`src/rtl/sdram_arb_pkg.sv`:
```
// sdram_arb_pkg: shared types and default sizes for the SDRAM two-port arbiter
package sdram_arb_pkg;
    typedef enum logic [1:0] {IDLE, ISSUE, GAP, WAIT} state_t;
    typedef enum logic {GNT_WR, GNT_RD} gnt_t;
    localparam int AW_DEF = 25;
    localparam int DW_DEF = 8;
    localparam int STARVE_DEF = 4;
endpackage

```
`src/rtl/sdram_arb_slot.sv`:
```
// req_slot: single-entry request register; refills in its free cycle, flags overflow
module req_slot #(
    parameter int AW = 25,
    parameter int DW = 8
) (
    input  logic             clk,
    input  logic             reset,
    input  logic             load,
    input  logic             free,
    input  logic [AW+DW-1:0] d,
    output logic [AW+DW-1:0] q,
    output logic             full,
    output logic             ovf
);
    assign ovf = load && full && !free;
    always_ff @(posedge clk or posedge reset) begin
        if (reset) begin
            full <= 1'b0;
            q    <= '0;
        end else if (load && !ovf) begin
            full <= 1'b1;
            q    <= d;
        end else if (free) begin
            full <= 1'b0;
        end
    end
endmodule

```
`src/rtl/sdram_arb.sv`:
```
// sdram_arb: sequences download writes and VFD reads onto the shared SDRAM controller,
// one command in flight, with a bounded number of writes allowed ahead of a pending read.
module sdram_arb
    import sdram_arb_pkg::*;
#(
    parameter int AW     = AW_DEF,
    parameter int DW     = DW_DEF,
    parameter int STARVE = STARVE_DEF
) (
    input  logic          clk,
    input  logic          reset,
    input  logic          wr_req,
    input  logic [AW-1:0] wr_addr,
    input  logic [DW-1:0] wr_data,
    output logic          wr_wait,
    input  logic          rd_req,
    input  logic [AW-1:0] rd_addr,
    output logic [DW-1:0] rd_data,
    output logic          rd_valid,
    output logic [AW-1:0] mem_addr,
    output logic [DW-1:0] mem_din,
    output logic          mem_we,
    output logic          mem_rd,
    input  logic [DW-1:0] mem_dout,
    input  logic          mem_ready,
    output logic          err
);
    state_t state;
    gnt_t gnt, pick;
    logic [3:0] starve_cnt;
    logic [AW+DW-1:0] wr_q;
    logic [AW-1:0] rd_q;
    logic wr_full, rd_full, wr_ovf, rd_ovf, wr_free, rd_free;

    assign wr_free = state == ISSUE && gnt == GNT_WR;
    assign rd_free = state == WAIT && mem_ready && gnt == GNT_RD;
    assign pick    = (rd_full && (!wr_full || starve_cnt == 4'(STARVE))) ? GNT_RD : GNT_WR;
    assign wr_wait = wr_full;

    req_slot #(.AW(AW), .DW(DW)) u_wr (
        .clk(clk), .reset(reset), .load(wr_req), .free(wr_free),
        .d({wr_addr, wr_data}), .q(wr_q), .full(wr_full), .ovf(wr_ovf)
    );

    req_slot #(.AW(AW), .DW(0)) u_rd (
        .clk(clk), .reset(reset), .load(rd_req), .free(rd_free),
        .d(rd_addr), .q(rd_q), .full(rd_full), .ovf(rd_ovf)
    );

    always_ff @(posedge clk or posedge reset) begin
        if (reset) begin
            state      <= IDLE;
            gnt        <= GNT_WR;
            starve_cnt <= '0;
            rd_data    <= '0;
            rd_valid   <= 1'b0;
            mem_addr   <= '0;
            mem_din    <= '0;
            mem_we     <= 1'b0;
            mem_rd     <= 1'b0;
            err        <= 1'b0;
        end else begin
            mem_we   <= 1'b0;
            mem_rd   <= 1'b0;
            rd_valid <= 1'b0;
            err      <= err | wr_ovf | rd_ovf;
            if (!rd_full)
                starve_cnt <= '0;
            case (state)
                IDLE: if (wr_full || rd_full) begin
                    state <= ISSUE;
                    gnt   <= pick;
                    if (pick == GNT_RD) begin
                        mem_rd     <= 1'b1;
                        mem_addr   <= rd_q;
                        starve_cnt <= '0;
                    end else begin
                        mem_we              <= 1'b1;
                        {mem_addr, mem_din} <= wr_q;
                        if (rd_full && starve_cnt != 4'(STARVE))
                            starve_cnt <= starve_cnt + 4'd1;
                    end
                end
                ISSUE: state <= GAP;
                // the controller may still report ready here, so it is not sampled
                GAP: state <= WAIT;
                WAIT: if (mem_ready) begin
                    state <= IDLE;
                    if (gnt == GNT_RD) begin
                        rd_data  <= mem_dout;
                        rd_valid <= 1'b1;
                    end
                end
                default: state <= IDLE;
            endcase
        end
    end
endmodule

```
`config.mk`:
```
export PLATFORM = sky130hd
export DESIGN_NAME = sdram_arb
export DESIGN_NICKNAME = d
export VERILOG_FILES = /design/src/rtl/sdram_arb_pkg.sv /design/src/rtl/sdram_arb_slot.sv /design/src/rtl/sdram_arb.sv
export SDC_FILE = /design/constraint.sdc
export NUM_CORES = 1
export LEC_CHECK = 0
export BUFFER_PORTS_ARGS = -buffer_cell sky130_fd_sc_hd__buf_4
export CORE_MARGIN = 5
export CORE_UTILIZATION = 35
export CTS_BUF_LIST = sky130_fd_sc_hd__clkbuf_4
export CTS_CLUSTER_SIZE = 25
export DETAILED_ROUTE_END_ITERATION = 16
export PLACE_DENSITY_LB_ADDON = 0.1
export SLEW_MARGIN = 20
export SYNTH_ARGS = -nofsm -noshare
export SYNTH_HDL_FRONTEND = slang
export SYNTH_SLANG_ARGS = --single-unit
```
`constraint.sdc`:
```
create_clock -name clk -period 4.44 [get_ports clk]
set_input_delay 0.888 -clock clk [delete_from_list [all_inputs] [get_ports clk]]
set_output_delay 0.888 -clock clk [all_outputs]
set_load 0.05 [all_outputs]
```
* Word-level counts from Yosys, hierarchy flattened
Index checks and enable logic that the tools add are counted.
W data, S select, Z words.
** Storage, ports and cells
- Flip-flop bits (word level) :: 112
- Input port bits :: 71
- Output and inout port bits :: 46
- Logic and storage cells :: 74
** Cells by class
- Add/subtract/negate cells :: 1
- Eq/ne operators :: 7
- Mux-type cells :: 23
- Bitwise gates (word level) :: 4
- Reduce and logical (&&, ||, !) cells :: 25
** Operators by type and width (count)
- $mux W25 :: 1
- $mux W4 :: 5
- $mux W1 :: 14
- $logic_and A1 B1 Y1 :: 11
- $pmux W2 S4 :: 1
- $reduce_and A3 Y1 :: 2
- $logic_not A1 Y1 :: 5
- $add A4 B1 Y4 const B :: 1
- $eq A2 B2 Y1 const B :: 2
- $eq A4 B3 Y1 const B :: 1
- $mux W2 :: 2
- $ne A2 B2 Y1 const B :: 2
- $ne A4 B3 Y1 const B :: 1
- $reduce_and A2 Y1 :: 2
- $reduce_bool A2 Y1 :: 2
- $eq A2 B1 Y1 const B :: 1
- $logic_not A2 Y1 :: 1
- $logic_or A1 B1 Y1 :: 2
- $not A1 Y1 :: 2
- $or A1 B1 Y1 :: 2

* Longest topological paths before layout
- Depth in word-level cells :: 8
- Gate-level depth with buffers :: 7
- Mapped depth without buffers :: 5

* Modules after synthesis
A second synthesis with hierarchy kept.
** Second synthesis, totals
- Cells, all modules :: 371
- Area total of the unflattened synthesis :: 5001.0 sq um
** By module, submodules not included
- sdram_arb :: instances 1, cells an instance 236, area each 2478.6 sq um, seq. area each 1301.2 sq um
- req_slot (u_wr) :: instances 1, cells an instance 76, area each 1435.1 sq um, seq. area each 850.8 sq um
- req_slot (u_rd) :: instances 1, cells an instance 59, area each 1087.3 sq um, seq. area each 650.6 sq um

* Worst setup path after synthesis
OpenSTA, ideal clock, no wires.
- Kind :: input -> register
- Start :: input mem_ready
- End :: register u_rd.q[0]
- Library setup time :: 0.125 ns
- Arrival :: 1.887 ns
- Data required time :: 4.315 ns
- Setup slack :: 2.428 ns
- Cell stages on the path :: 4
- Path buffers :: 1
- Cells stage by stage :: nand3_1 -> a21boi_2 -> buf_2 -> mux2_2
** On the way
- Longest elaborated chain between the ends :: 6
** RTL lines
- start, declared :: RTL line sdram_arb.sv:25 : input logic mem_ready,
- $logic_and A1 B1 Y1 (2 in series) :: RTL line sdram_arb.sv:36 : assign rd_free = state == WAIT && mem_ready && gnt == GNT_RD;
- $logic_not A1 Y1 :: RTL line sdram_arb_slot.sv:15 : assign ovf = load && full && !free;
- $logic_and A1 B1 Y1 :: RTL line sdram_arb_slot.sv:15
- $logic_not A1 Y1 :: RTL line sdram_arb_slot.sv:20 : end else if (load && !ovf) begin
- $logic_and A1 B1 Y1 :: RTL line sdram_arb_slot.sv:20
- end signal, assigned :: RTL line sdram_arb_slot.sv:19 : q <= '0;
- end signal, assigned :: RTL line sdram_arb_slot.sv:22 : q <= d;
- end, declared :: RTL line sdram_arb_slot.sv:11 : output logic [AW+DW-1:0] q,
Every way passes these cells.
A chain may end at the register's enable or synchronous reset.

* Final worst setup path
- Start :: register u_wr.full
- End :: output wr_wait
** RTL lines
- start, declared :: RTL line sdram_arb_slot.sv:12 : output logic full,
- start signal, assigned :: RTL line sdram_arb_slot.sv:18 : full <= 1'b0;
- start signal, assigned :: RTL line sdram_arb_slot.sv:21 : full <= 1'b1;
- start signal, assigned :: RTL line sdram_arb_slot.sv:24 : full <= 1'b0;
- end, declared :: RTL line sdram_arb.sv:15 : output logic wr_wait,
No word-level cell between the ends.

==> metrics <==
RR Endpoint u_rd.q[19]; Final Util between 40 and 50%; FFs w/ async S/R, synth 100.0%; first-pass GRT wire length roughly 18,000 um; Max rail drop VDD 0.0003437 V; setup TNS 0 ns; leading area contributor after synthesis dfrtp_1; Area Growth Syn to Fin 25.39%; # IOs approximately 120; Setup Skew between 0.01 and 0.015 ns; clk sinks 112; worst flop-to-flop path startpoint state[1]; CP Launch Type flip-flop; worst slew pin tran just over 0.9 ns; Critical Path, Cell by Cell buf_4; Setup violations, final 0; RSZ-0062 raised after global routing no; Placer Congestion about 0.69; core box area between 10,000 and 15,000 sq um; fillers about 1.3k; Post-CTS Setup Inserts 0; WL per Instance around 17 um; num rows 42; htree depth 3; Buf/Inv on CP 1; Critical Path Sink wr_wait; Die ar. between 15,000 and 20,000 sq um; gr usage total between 10% and 20%; Seq cells post-synth between 100 and 150; cell family with most CP delay flip-flops; register area share after synthesis 60.75%; slowest CP cell dfrtp_1; initial core utilization a little over a third; PortBufs between 100 and 150; ANT cells 0; synth cell count leaders dfrtp_1, mux2_2, nand2_1; Initial DRC Count 208; fraction of layout cells with a size suffix above 1 roughly 48%; Power Total roughly 4400 uW; post-synth net total between 400 and 500; Remaining DRCs 0; number of flops mapped to enable cells by yosys 0; Hold Vio Cnt, Final 0; Netlist cell types 35; cts repair resizes 0; Ys Warns 0; Critical Path AT ~1.8 ns; Reg2Reg Setup Slack between 1.5 and 2 ns; max cap viols 0; # nets final around 520; main area contributors after synthesis dfrtp_1, mux2_2, a221o_1; Slew Viols, Final 0; Routed Wire Length 10,800 um; design area about 5800 sq um; slowest stage delay, CP 0.97 ns; Reg clk slew, reported paths ~0.16 ns; Die Ht around 120 um; CTS Hold Bufs 0; Root Driver clkbuf_4; largest net degree at the start of global routing between 50 and 60; vias post-DR about 3.1k; Pwr Density between 700 and 800 nW/um^2; top-count cell post-synth dfrtp_1; Critical Path Stages 1; Max clock buf depth 2; required time worst endpoint roughly 3.6 ns; ys flop type dfrtp_1; Final period util 60.20%; Via density around 5; P_leak around 0.0027 uW; Setup crit start u_wr.full; CTS tree done; final antenna-violating net count 0; CTS Buf Count 9; top cell type's share of synthesized area 60.75%; Slew HR a little under two fifths; initial antenna violation count 0; CP endpoint kind primary output; minimum clock period after layout roughly 2.7 ns; via count of the first global-routing pass ~3.4k; DR pass1 iterations 4; outcome finished clean; Post-Syn Area 4613 sq um; hold slack between 0.5 and 0.6 ns; highest clock rate around 370 MHz; syn avg cell area 13.94 sq um; Area after DPL about 5700 sq um; CP Class flip-flop to primary output; Hold Path Class input port to asynchronous set/reset pin; Congestion Overflow GR 0; Worst R2R Path Depth 4; Skew-Pair Late Insertion Delay approximately 0.47 ns; Post-Syn Instances approximately 330; Final HPWL DP 7452 um; die width about 120 um; CP Max Fanout 24
[worst min path at each step]
stage	end	slack, ns	cells past startpoint	startpoint
2_1_floorplan	gnt	0.46	1	gnt
3_3_place_gp	mem_din[7]	0.48	1	u_wr.q[7]
3_5_place_dp	err	0.48	2	err
4_1_cts	mem_din[7]	0.49	2	reset
5_1_grt	u_wr.q[1]	0.52	2	reset
6_report	mem_we	0.50	2	reset
[area by class of cell]
| cell class | instances | area (sq um) | area share, % |
|---|---|---|---|
| clock buffer | 11 | 82.58 | 1.428 |
| clock inverter | 5 | 47.55 | 0.8220 |
| inverter | 10 | 40.04 | 0.6922 |
| multi-input combinational | 191 | 1690 | 29.22 |
| sequential | 112 | 2803 | 48.45 |
| tap | 176 | 220.2 | 3.807 |
| timing repair buffer | 120 | 900.9 | 15.57 |
[per-layer routing]
layer | wire length [um] | GRT usage, %
met5 | 0 | 0
met4 | 193 | 5.609
met3 | 528 | 3.731
met2 | 4972 | 22.42
met1 | 5109 | 19.68
[state kept, by name, indices dropped and copies added, names as in the netlist]
name	cells
err	1
state	2
u_wr.q	33
rd_valid	1
mem_din	8
mem_we	1
mem_addr	25
u_wr.full	1
gnt	1
u_rd.full	1
mem_rd	1
u_rd.q	25
starve_cnt	4
rd_data	8
[power breakdown]
group          switching (uW)  internal (uW)  leakage [uW]
Sequential                301           1500       0.00136
Combinational            1250            880       0.00124
Clock                     327            180     0.0000757
Total                    1880           2560       0.00268
[cell usage in the layout, fill, tap and decap left out]
master | synthesis | routed
and2_1 | 10 | 10
a221o_1 | 18 | 18
mux2_2 | 75 | 75
a32oi_1 | 1 | 1
bufinv_16 | 0 | 1
and3b_1 | 1 | 1
nand2b_1 | 1 | 1
clkinv_2 | 0 | 2
nor2b_1 | 2 | 2
nand4_1 | 7 | 7
a31oi_1 | 1 | 1
and3_4 | 1 | 1
a21o_1 | 3 | 3
nor2_1 | 1 | 1
ha_1 | 7 | 7
a21boi_4 | 0 | 2
nand4b_4 | 1 | 1
clkinv_1 | 1 | 3
xor2_1 | 1 | 1
buf_4 | 0 | 120
a211oi_1 | 8 | 8
o21ai_0 | 3 | 3
nand3_1 | 4 | 4
a21oi_1 | 2 | 2
o21ai_2 | 0 | 1
nand2_1 | 27 | 27
nand3b_1 | 1 | 1
mux2i_1 | 1 | 1
o21ai_1 | 2 | 1
and3_1 | 1 | 1
o21a_1 | 1 | 1
o211ai_1 | 8 | 8
clkbuf_4 | 0 | 11
inv_1 | 9 | 8
dfrtp_1 | 112 | 112
o211a_1 | 1 | 1
inv_4 | 0 | 1
[per-stage QoR]
stage / setup WS [ns] / cells
detailed placement: 1.567 / 609
finish: 1.767 / 625
global placement: 1.631 / 609
CTS: 1.738 / 625
floorplan: 0.5930 / 331
global route: 1.622 / 625
[kinds of logic (layout without fill, tap and decap cells)]
kind of cell    Yosys count  count (layout)  synth area share [%]
compound gates           50              50                 8.950
xor+xnor                  1               1                0.1899
fa+ha+maj                 7               7                 1.898
buf+inv                  28             146                 3.010
flops                   112             112                 60.75
mux                      76              76                 18.52
simple gates             57              57                 6.672
Power figures use the tool's default switching activity.
